File: src/rtl/seq_det_session_ctrl.sv
// Session controller for the serial run-of-ones detector: latches a config on start,
// tracks consecutive 1s on x, counts detect cycles and ends on target, timeout or abort.
module seq_det_session_ctrl #(
    parameter int unsigned RUN_W = 4,
    parameter int unsigned CNT_W = 8,
    parameter int unsigned TO_W  = 16
) (
    input  logic             clk,
    input  logic             rst_b,
    input  logic             start,
    input  logic             abort,
    input  logic [RUN_W-1:0] cfg_len,
    input  logic [CNT_W-1:0] cfg_target,
    input  logic [TO_W-1:0]  cfg_timeout,
    input  logic             x,
    input  logic             ack,
    output logic             busy,
    output logic             det,
    output logic [CNT_W-1:0] match_cnt,
    output logic             done,
    output logic             timed_out
);

    typedef enum logic [1:0] {
        IDLE   = 2'b00,
        RUN    = 2'b01,
        DONE   = 2'b10,
        UNUSED = 2'b11
    } state_t;

    state_t           state_q, state_d;
    logic [RUN_W-1:0] run_cnt_q, run_cnt_d;
    logic [RUN_W-1:0] len_q, len_d, eff_len;
    logic [CNT_W-1:0] match_q, match_d;
    logic [CNT_W-1:0] target_q, target_d;
    logic [TO_W-1:0]  timer_q, timer_d;
    logic [TO_W-1:0]  timeout_q, timeout_d;
    logic             to_q, to_d;
    logic             det_i;
    logic [CNT_W:0]   match_inc;

    // A programmed length of 0 behaves as a run of one.
    assign eff_len   = (len_q == '0) ? RUN_W'(1) : len_q;
    assign det_i     = (state_q == RUN) && (run_cnt_q == eff_len);
    assign match_inc = {1'b0, match_q} + (CNT_W+1)'(1);

    always_ff @(posedge clk or negedge rst_b) begin
        if (!rst_b) begin
            state_q   <= IDLE;
            run_cnt_q <= '0;
            len_q     <= '0;
            match_q   <= '0;
            target_q  <= '0;
            timer_q   <= '0;
            timeout_q <= '0;
            to_q      <= 1'b0;
        end else begin
            state_q   <= state_d;
            run_cnt_q <= run_cnt_d;
            len_q     <= len_d;
            match_q   <= match_d;
            target_q  <= target_d;
            timer_q   <= timer_d;
            timeout_q <= timeout_d;
            to_q      <= to_d;
        end
    end

    always_comb begin
        state_d   = state_q;
        run_cnt_d = run_cnt_q;
        len_d     = len_q;
        match_d   = match_q;
        target_d  = target_q;
        timer_d   = timer_q;
        timeout_d = timeout_q;
        to_d      = to_q;
        case (state_q)
            IDLE: begin
                if (start) begin
                    len_d     = cfg_len;
                    target_d  = cfg_target;
                    timeout_d = cfg_timeout;
                    run_cnt_d = '0;
                    timer_d   = '0;
                    match_d   = '0;
                    to_d      = 1'b0;
                    state_d   = RUN;
                end
            end
            RUN: begin
                // Abort freezes every counter so the host reads the pre-abort tally.
                if (abort) begin
                    state_d = IDLE;
                end else begin
                    if (!x)
                        run_cnt_d = '0;
                    else if (run_cnt_q >= eff_len)
                        run_cnt_d = eff_len;
                    else
                        run_cnt_d = run_cnt_q + RUN_W'(1);
                    if (det_i && (match_q != '1))
                        match_d = match_q + CNT_W'(1);
                    timer_d = timer_q + TO_W'(1);
                    if ((target_q != '0) && det_i && (match_inc == {1'b0, target_q})) begin
                        state_d = DONE;
                        to_d    = 1'b0;
                    end else if ((timeout_q != '0) && (timer_q == timeout_q - TO_W'(1))) begin
                        state_d = DONE;
                        to_d    = 1'b1;
                    end
                end
            end
            DONE: begin
                if (ack)
                    state_d = IDLE;
            end
            default: state_d = IDLE;
        endcase
    end

    assign busy      = (state_q == RUN) || (state_q == DONE);
    assign det       = det_i;
    assign match_cnt = match_q;
    assign done      = (state_q == DONE);
    assign timed_out = (state_q == DONE) && to_q;

endmodule

File: config.mk
export PLATFORM = sky130hd
export DESIGN_NAME = seq_det_session_ctrl
export DESIGN_NICKNAME = d
export VERILOG_FILES = /design/src/rtl/seq_det_session_ctrl.sv
export SDC_FILE = /design/constraint.sdc
export NUM_CORES = 1
export LEC_CHECK = 0
export ABC_AREA = 1
export CORE_AREA = 2 2 86 88
export DETAILED_ROUTE_END_ITERATION = 7
export DIE_AREA = 0 0 88 90
export GPL_TIMING_DRIVEN = 1
export PLACE_DENSITY_LB_ADDON = 0.2
export SLEW_MARGIN = 20
export SYNTH_ARGS = -nofsm -noshare
export SYNTH_HDL_FRONTEND = slang
export SYNTH_SLANG_ARGS = --single-unit
export TNS_END_PERCENT = 1
File: constraint.sdc
create_clock -name clk -period 3.7 [get_ports clk]
set_input_delay 0.74 -clock clk [delete_from_list [all_inputs] [get_ports clk]]
set_output_delay 0.74 -clock clk [all_outputs]
set_load 0.02 [all_outputs]
=== Word-level counts from Yosys, hierarchy flattened ===
Cells that the tools add are included.
Widths: inputs -> output; s select.

* Register bits: 59
* Output and inout bits: 12
* Word-level logic and storage cells: 67

* Add/sub/neg operators: 5
* $lt $le $gt $ge: 1
* Equality and inequality tests: 12
* Multiplexer cells: 24
* Reduce and logical (&&, ||, !) cells: 17

{| class="wikitable"
|+ Operators with widths
! kind !! number
|-
| $mux 16 || 2
|-
| $pmux 16 s2 || 1
|-
| $mux 8 || 3
|-
| $mux 4 || 5
|-
| $add 16x1->16 const B || 1
|-
| $eq 16x16->1 || 1
|-
| $pmux 8 s2 || 1
|-
| $reduce_bool 16->1 || 1
|-
| $sub 16x1->16 const B || 1
|-
| $mux 2 || 5
|-
| $add 8x1->9 const B || 1
|-
| $eq 9x8->1 || 1
|-
| $add 8x1->8 const B || 1
|-
| $ne 8x8->1 const B || 1
|-
| $pmux 4 s2 || 1
|-
| $reduce_and 4->1 || 2
|-
| $reduce_bool 8->1 || 1
|-
| $logic_and 1x1->1 || 6
|-
| $ne 2x2->1 const B || 3
|-
| $pmux 2 s3 || 1
|-
| $reduce_and 3->1 || 2
|-
| $add 4x1->4 const B || 1
|-
| $eq 4x4->1 || 1
|-
| $ge 4x4->1 || 1
|-
| other kinds (12) || 15
|}

=== Longest topological paths before layout ===
Gate-level depths: netlist (run 1).

* Word-level depth: 9
* Mapped depth: 17
* Mapped depth without buffers: 17

=== Worst setup path before layout (run 1) ===
No wires, ideal clock.

* Path kind: register -> output
* Start: register len_q[2]
* End: output port det
* Arrival time: 1181 ps
* Required time: 2960 ps
* Setup slack: 1779 ps
* Cell stages (with the launch flop): 7
* Buffers on the path: 0
* Cell sequence: dfrtp_1 > o31ai_1 > ha_1 > nand2_1 > nor2_1 > nand2_1 > inv_1

* Cells in the longest elaborated chain, start to end: 4

{| class="wikitable"
|+ Ends and longest elaborated chain
! element !! line !! text
|-
| start: declaration || 33 || <nowiki>logic [RUN_W-1:0] len_q, len_d, eff_len;</nowiki>
|-
| start signal: assignment || 60 || <nowiki>len_q <= len_d;</nowiki>
|-
| $logic_not 4->1 || 43 || <nowiki>assign eff_len = (len_q == '0) ? RUN_W'(1) : len_q;</nowiki>
|-
| $mux 4 (*) || 43 ||
|-
| $eq 4x4->1 (*) || 44 || <nowiki>assign det_i = (state_q == RUN) && (run_cnt_q == eff_len);</nowiki>
|-
| $logic_and 1x1->1 (*) || 44 ||
|-
| end: declaration || 18 || <nowiki>output logic det,</nowiki>
|}

Every way passes the cells marked *; elsewhere a longest branch is shown, timed or not.

=== Final worst setup path (run 1) ===
Same ends and word-level chain as after synthesis.

==> run summary, run 1 <==
TIMING
------------------------------------------------------------------------------------------
Tcrit/Tclk final                                                                     79.1%
Time the worst path needs with I/O delays and setup                                2.93 ns
RSZ-0062 raised after global routing                                                 false
Worst Slack Setup Final                                                           0.774 ns
Setup TNS Final                                                                       0 ns
Peak clock frequency supported by timing                                           342 MHz
Worst-case clock skew                                                           0.00947 ns
Fin. Hold Viols                                                                          0
Slew at the pin closest to its max-slew limit                                     0.595 ns
Rel. slew slack                                                                      60.0%
Worst hold slack                                                                  0.373 ns
Total of endpoints with negative setup slack in the final report                         0
Pins Over Slew Limit                                                                     0

GLOBAL ROUTING
------------------------------------------------------------------------------------------
First-pass GRT wire length                                                         15.0 mm
Final global-route overflow total                                                        0
Number of global-route vias before repair                                             3423
Global-route total usage across every layer                                          24.0%
Pin count of the biggest net entering global routing                                    40
Number of antenna violations at the first check in global routing                        0

SYNTH
------------------------------------------------------------------------------------------
Largest cells by area after synthesis                                         sky130_fd_sc_hd__dfrtp_1 (39%), sky130_fd_sc_hd__nand2_1 (14%), sky130_fd_sc_hd__nor2_1 (8.4%)
Post-synthesis area per instance                                                  7.08 µm²
Distinct cell type count after synthesis                                                34
Mux share of post-synthesis cell area                                                2.40%
Number of warnings printed during yosys synthesis                                        0
Cell area after technology mapping                                                3750 µm²
Post-synthesis async set-or-reset flop share                                          100%
Top cells by instance count after synthesis                                   sky130_fd_sc_hd__nand2_1 (140), sky130_fd_sc_hd__nor2_1 (84), sky130_fd_sc_hd__inv_1 (71)
Largest family of logic cells by synthesized area                             simple AND/OR/NAND/NOR gates
Number of synthesized flops with an enable pin                                           0
Sequential fraction of the synthesis area                                            39.4%
Instance count of the mapped netlist                                                   530
Cell taking the most area after synthesis                                     sky130_fd_sc_hd__dfrtp_1
Most frequently used flop master after synthesis                              sky130_fd_sc_hd__dfrtp_1
Post-synthesis simple-gate area fraction                                             32.8%
Share of Yosys cell area claimed by the top area cell type                           39.4%
#FFs+latches synth                                                                      59
Post-Synthesis Net Count                                                               576
Adder and majority gate portion of the synthesized area                              4.00%
Synth Area in Compound Gates                                                         9.38%
Leading cell type by number of instances after synthesis                      sky130_fd_sc_hd__nand2_1
Synthesized-area fraction occupied by xor and xnor cells                             3.50%

DRT
------------------------------------------------------------------------------------------
Via count                                                                             3475
Per-cell routed wire length                                                        12.9 µm
Remaining antenna violation count after routing                                          0
TritonRoute pass-1 iters                                                                 4
DRT iter0 DRCs                                                                         187
Total wire length after detailed routing                                           8.82 mm
Number of design rule violations left after detail routing                               0
Via density per instance                                                              5.09

FINAL LAYOUT
------------------------------------------------------------------------------------------
Nets                                                                                   625
# diodes                                                                                 0
Layout cells sized above 1                                                           7.71%
Area growth syn-to-layout                                                            20.2%
Final core utilization                                                               64.2%

CTS
------------------------------------------------------------------------------------------
Cts bufs inserted                                                                        9
Number of post-CTS setup repair buffers                                                  0
TritonCTS clock tree                                                                   yes
Root Driver                                                                   sky130_fd_sc_hd__clkbuf_8
Post-cts sizing count                                                                    0
H-tree levels                                                                            3
CTS Hold Bufs                                                                            0
Clock Tree Buf Depth                                                                     2
Clock edge transition at the registers on the reported setup and hold paths        0.07 ns
Number of sinks handled by clock tree synthesis                                         59
Insertion delay of the later-clocked pin in the worst-skew pair                    0.35 ns

WORST SETUP PATH
------------------------------------------------------------------------------------------
Cells traversed along the worst timing path                                   o31ai_1, ha_1, nand2_1, nor2_1, nand2_1, inv_1, clkdlybuf4s50_1
Setup Crit Path Kind                                                               reg2out
Worst Path Buf+Inv                                                                       2
Type of origin of the critical path                                                   flop
CP most frequent cell                                                         sky130_fd_sc_hd__nand2_1
Required time at the worst-slack endpoint                                          2.96 ns
Endpoint type of the worst setup path                                         primary output
Arr. time, crit path                                                               2.19 ns
Maximum cell stage delay along the critical path                                   0.60 ns
Slowest cell on the critical path                                             sky130_fd_sc_hd__clkdlybuf4s50_1
Largest delay share family, worst path                                        buffers and inverters
Largest fanout of any net on the critical path                                           3

DIE
------------------------------------------------------------------------------------------
Area of the die                                                                   7920 µm²
Area of the core                                                                  7020 µm²
# rows                                                                                  31
Effective utilization at floorplan                                                   53.4%
Vert. Die Dim                                                                        90 µm
Num ports                                                                               46
Die X-Extent                                                                         88 µm

PWR
------------------------------------------------------------------------------------------
Peak ir drop on the vdd network                                                   0.375 mV
Static Leak                                                                        2.21 nW
Power per Cell Area                                                             640 nW/µm²
Overall Power                                                                      2.88 mW

HOLD PATH
------------------------------------------------------------------------------------------
Min-Delay Path Class                                                              in2async

PLACEMENT
------------------------------------------------------------------------------------------
GPL Wtd Cong                                                                         0.898
Port buffer count                                                                       45
Hpwl dp                                                                            6.58 mm
Post-Place Worst Slack                                                             1.14 ns

OUTCOME
------------------------------------------------------------------------------------------
Status                                                                        finished clean

RUN
------------------------------------------------------------------------------------------
Maximum Capacitance Violations                                                           0

-- placed cells by master, fill, tap and decap left out, drive strengths merged --
master / Yosys / routed
xnor2: 4 / 4
nor2: 90 / 90
dfrtp: 59 / 59
a32o: 1 / 1
nor3b: 1 / 1
a21oi: 34 / 34
nand2: 144 / 144
clkinv: 0 / 4
o211ai: 1 / 1
nor3: 4 / 4
or2: 3 / 3
o22ai: 6 / 6
o21ai: 16 / 16
mux2: 8 / 8
nand3: 32 / 32
xor2: 11 / 11
buf: 1 / 3
nand4: 8 / 8
inv: 75 / 75
clkdlybuf4s50: 0 / 44
a21o: 1 / 1
clkbuf: 8 / 10
o31ai: 3 / 3
a22o: 1 / 1
bufinv: 0 / 2
nand3b: 3 / 3
a211oi: 1 / 1
nor4: 3 / 3
ha: 12 / 12
-- flip-flops by register name, summed over array words and instances (netlist names) --
register / flops
state_q: 2
timer_q: 16
len_q: 4
match_cnt: 8
to_q: 1
run_cnt_q: 4
timeout_q: 16
target_q: 8
-- worst paths after layout --
path	end	depth (start not counted)	startpoint	slack, ns
max	det	7	len_q[2]$_DFFE_PN0P_	0.77
max reg2reg	match_cnt[0]$_DFFE_PN0P_	10	len_q[2]$_DFFE_PN0P_	1.34
min in group clk	len_q[0]$_DFFE_PN0P_	2	len_q[0]$_DFFE_PN0P_	0.52
min	timeout_q[11]$_DFFE_PN0P_	1	rst_b	0.37
min reg2reg	len_q[0]$_DFFE_PN0P_	2	len_q[0]$_DFFE_PN0P_	0.52
max in group asynchronous	timeout_q[3]$_DFFE_PN0P_	2	rst_b	2.41
-- cells by family (layout without fill, tap and decap cells) --
kind of cell,count (synthesis),count (layout)
AND/OR/NAND/NOR,288,288
buffers and inverters,84,138
AO/OA/AOI/OAI,64,64
flip-flops,59,59
XOR/XNOR,15,15
adder cells (fa/ha/maj),12,12
multiplexers,8,8
-- metrics by stage --
stage                     cells  cell area [µm²]
after CTS                   683             4510
after detailed placement    667             4300
after global placement      667             4300
after floorplan             530             3750
final                       683             4510
after global routing        683             4510
-- layout make-up --
class                   count  area, µm²
flip-flops and latches     59       1480
inverters                  75        284
well taps                  99        124
repair buffers             47        460
clock buffers              10        128
multi-input cells         387       1950
clock inverters             6       80.1
fillers                   605       2510
-- power breakdown --
group          internal, mW  total (mW)  leakage [nW]  switching, mW
clock                 0.375       0.639         0.110          0.264
combinational         0.464        1.18          1.36          0.714
sequential            0.845        1.07         0.736          0.221
total                  1.68        2.88          2.21           1.20
-- layer usage --
metal | track usage [%] | routed length [µm]
met1 | 30.0 | 3920
met2 | 39.9 | 4260
met3 | 5.05 | 470
met4 | 9.62 | 171
met5 | 0 | 0
No activity file was read; power rests on OpenSTA's default activity.
==> run 2, diff against run 1 <==
clock period = 2.9 ns   (was 3.7 ns; I/O delays follow)
==> run 2 against run 1 <==
- global-route usage decreased by 0.066 points
- hold slack got worse by 0.090 ns
- via count unchanged
- die area unchanged
- first-iteration DRC count decreased by 28%
- non-clock buffer count unchanged
- critical path depth unchanged
- sequential power increased by 28%
- wire length about the same
- largest cell class unchanged
- core utilization decreased by 0.25 points
- clock skew decreased by 0.0056 ns
- highest routed layer unchanged
- sequential cell count unchanged
==> run summary, run 2 (same netlist as run 1, synthesis figures left out) <==
TIMING
------------------------------------------------------------------------------------------
Worst-case clock skew                                                           0.00386 ns
Peak clock frequency supported by timing                                           364 MHz
Setup TNS Final                                                                       0 ns
Worst hold slack                                                                  0.282 ns
Fin. Hold Viols                                                                          0
Total of endpoints with negative setup slack in the final report                         0
RSZ-0062 raised after global routing                                                 false
Pins Over Slew Limit                                                                     0
Time the worst path needs with I/O delays and setup                                2.75 ns
Slew at the pin closest to its max-slew limit                                     0.705 ns
Rel. slew slack                                                                      53.0%
Tcrit/Tclk final                                                                     94.7%

DRT
------------------------------------------------------------------------------------------
Via count                                                                             3475
Total wire length after detailed routing                                           8.81 mm
Remaining antenna violation count after routing                                          0
DRT iter0 DRCs                                                                         134
TritonRoute pass-1 iters                                                                 4
Per-cell routed wire length                                                        12.9 µm
Number of design rule violations left after detail routing                               0
Via density per instance                                                              5.10

WORST SETUP PATH
------------------------------------------------------------------------------------------
Arr. time, crit path                                                               2.17 ns
Reg-to-reg startpoint                                                         state_q[1]$_DFFE_PN0P_
Reg-to-reg setup timing slack                                                      0.58 ns
Setup Crit Path Kind                                                               reg2out
Largest fanout of any net on the critical path                                           3
Capture point of the worst reg-to-reg path                                    timer_q[11]$_DFFE_PN0P_
Type of origin of the critical path                                                   flop
Required time at the worst-slack endpoint                                          2.32 ns
Critical path origin                                                          len_q[2]$_DFFE_PN0P_
Worst setup path endpoint                                                              det
Worst-case reg-to-reg path depth                                                        15
Endpoint type of the worst setup path                                         primary output

FINAL LAYOUT
------------------------------------------------------------------------------------------
Biggest registers after layout                                                timeout_q x16, timer_q x16
Area taken by flip-flops and latches                                              1480 µm²
Nets                                                                                   625
Non-filler instance count after layout                                                 682
Most common library cell in the layout ignoring fill and taps                 sky130_fd_sc_hd__nand2_1
Number of filler cells placed in the layout                                            648
Leading cell types in the layout, fill and taps excluded                      sky130_fd_sc_hd__nand2_1 (140), sky130_fd_sc_hd__nor2_1 (84), sky130_fd_sc_hd__inv_1 (71)
Layout cells sized above 1                                                           7.55%
Multi-input gate area                                                             1960 µm²
Area growth syn-to-layout                                                            19.7%
Post-layout instance area                                                         4490 µm²
# diodes                                                                                 0

PWR
------------------------------------------------------------------------------------------
Static Leak                                                                        2.19 nW
Internal power summed over all cells                                               2.01 mW
Combinational share of power                                                         43.1%
Part of the power in the clock network                                               18.5%
Power per Cell Area                                                             791 nW/µm²
Reported net switching power                                                       1.54 mW
Sequential share of power                                                            38.4%
Peak ir drop on the vdd network                                                   0.521 mV
Fraction of power spent switching nets                                               43.4%

PLACEMENT
------------------------------------------------------------------------------------------
Hpwl dp                                                                            6.73 mm
GPL Wtd Cong                                                                         0.887
Area after DPL                                                                    4320 µm²
Port buffer count                                                                       45
Number of cells after detailed placement                                               667

DIE
------------------------------------------------------------------------------------------
Effective utilization at floorplan                                                   53.4%
Num ports                                                                               46
Area of the core                                                                  7020 µm²
Die X-Extent                                                                         88 µm
Vert. Die Dim                                                                        90 µm
Area of the die                                                                   7920 µm²
# rows                                                                                  31

GLOBAL ROUTING
------------------------------------------------------------------------------------------
Number of global-route vias before repair                                             3439
First-pass GRT wire length                                                         15.1 mm
Global-route total usage across every layer                                          23.9%
Final global-route overflow total                                                        0
Number of antenna violations at the first check in global routing                        0
Pin count of the biggest net entering global routing                                    41

OUTCOME
------------------------------------------------------------------------------------------
Status                                                                        finished clean

CTS
------------------------------------------------------------------------------------------
Insertion delay of the later-clocked pin in the worst-skew pair                    0.34 ns
H-tree levels                                                                            3
Root Driver                                                                   sky130_fd_sc_hd__clkbuf_8
Number of sinks handled by clock tree synthesis                                         59
Number of post-CTS setup repair buffers                                                  0
Clock edge transition at the registers on the reported setup and hold paths        0.07 ns
Clock Tree Buf Depth                                                                     2
TritonCTS clock tree                                                                   yes
Cts bufs inserted                                                                        9

RUN
------------------------------------------------------------------------------------------
Maximum Capacitance Violations                                                           0

HOLD PATH
------------------------------------------------------------------------------------------
Min-Delay Path Class                                                              in2async

==> run 2: final cells by class <==
type                            count  area share (%)
Sequential cell                    59            32.9
Timing Repair Buffer               47            10.8
Clock buffer                       12            3.23
Clock inverter                      3           0.334
Inverter                           75            6.33
Multi-Input combinational cell    387            43.6
Tap cell                           99            2.76
==> run 2: worst min-delay path by stage <==
stage	start	endpoint	slack [ns]	cells past startpoint
after floorplan	rst_b	len_q[0]$_DFFE_PN0P_	0.28	0
after global placement	state_q[0]$_DFFE_PN0P_	state_q[0]$_DFFE_PN0P_	0.50	2
after detailed placement	state_q[1]$_DFFE_PN0P_	state_q[1]$_DFFE_PN0P_	0.51	2
after CTS	rst_b	timeout_q[12]$_DFFE_PN0P_	0.30	1
after global routing	rst_b	timeout_q[12]$_DFFE_PN0P_	0.33	1
final	rst_b	timeout_q[7]$_DFFE_PN0P_	0.28	1
==> run 2: through the flow <==
step	setup slack [ns]	total power [mW]	utilization (%)
6_report	0.154	3.55	63.9
5_1_grt	0.0199	3.84	63.9
4_1_cts	0.0730	3.55	63.9
3_5_place_dp	0.447	2.89	61.6
3_3_place_gp	0.549	2.84	61.6
2_1_floorplan	1.02	2.44	-
==> run 2: power by group through the flow <==
stage	logic, mW	registers (mW)	clock network [mW]
after detailed placement	1.52	1.37	0
after floorplan	1.14	1.29	0
after global routing	1.74	1.40	0.703
after CTS	1.53	1.36	0.665
after global placement	1.48	1.36	0
final	1.53	1.37	0.657
==> run 2: per-layer routing <==
layer / GRT usage [%] / share of wire (%) / vias up
met5: 0 / 0 / -
li1: - / - / 1782
met4: 10.4 / 1.7 / 0
met1: 30.0 / 45 / 1600
met3: 4.32 / 4.1 / 13
met2: 39.8 / 49 / 80
==> run 2: what timing repair did <==
action                                 CTS  global route
setup endpoints to repair                0             1
endpoints found under the hold margin    0             0
hold buffers                             0             0
gates resized for setup                  0             1
==> run 2: critical path: stages, from the launching register on <==
cell	delay (ns)
sky130_fd_sc_hd__dfrtp_1	0.40
sky130_fd_sc_hd__o31ai_2	0.31
sky130_fd_sc_hd__ha_1	0.17
sky130_fd_sc_hd__nand2_1	0.04
sky130_fd_sc_hd__nor2_1	0.12
sky130_fd_sc_hd__nand2_1	0.11
sky130_fd_sc_hd__inv_1	0.08
sky130_fd_sc_hd__clkdlybuf4s50_1	0.60
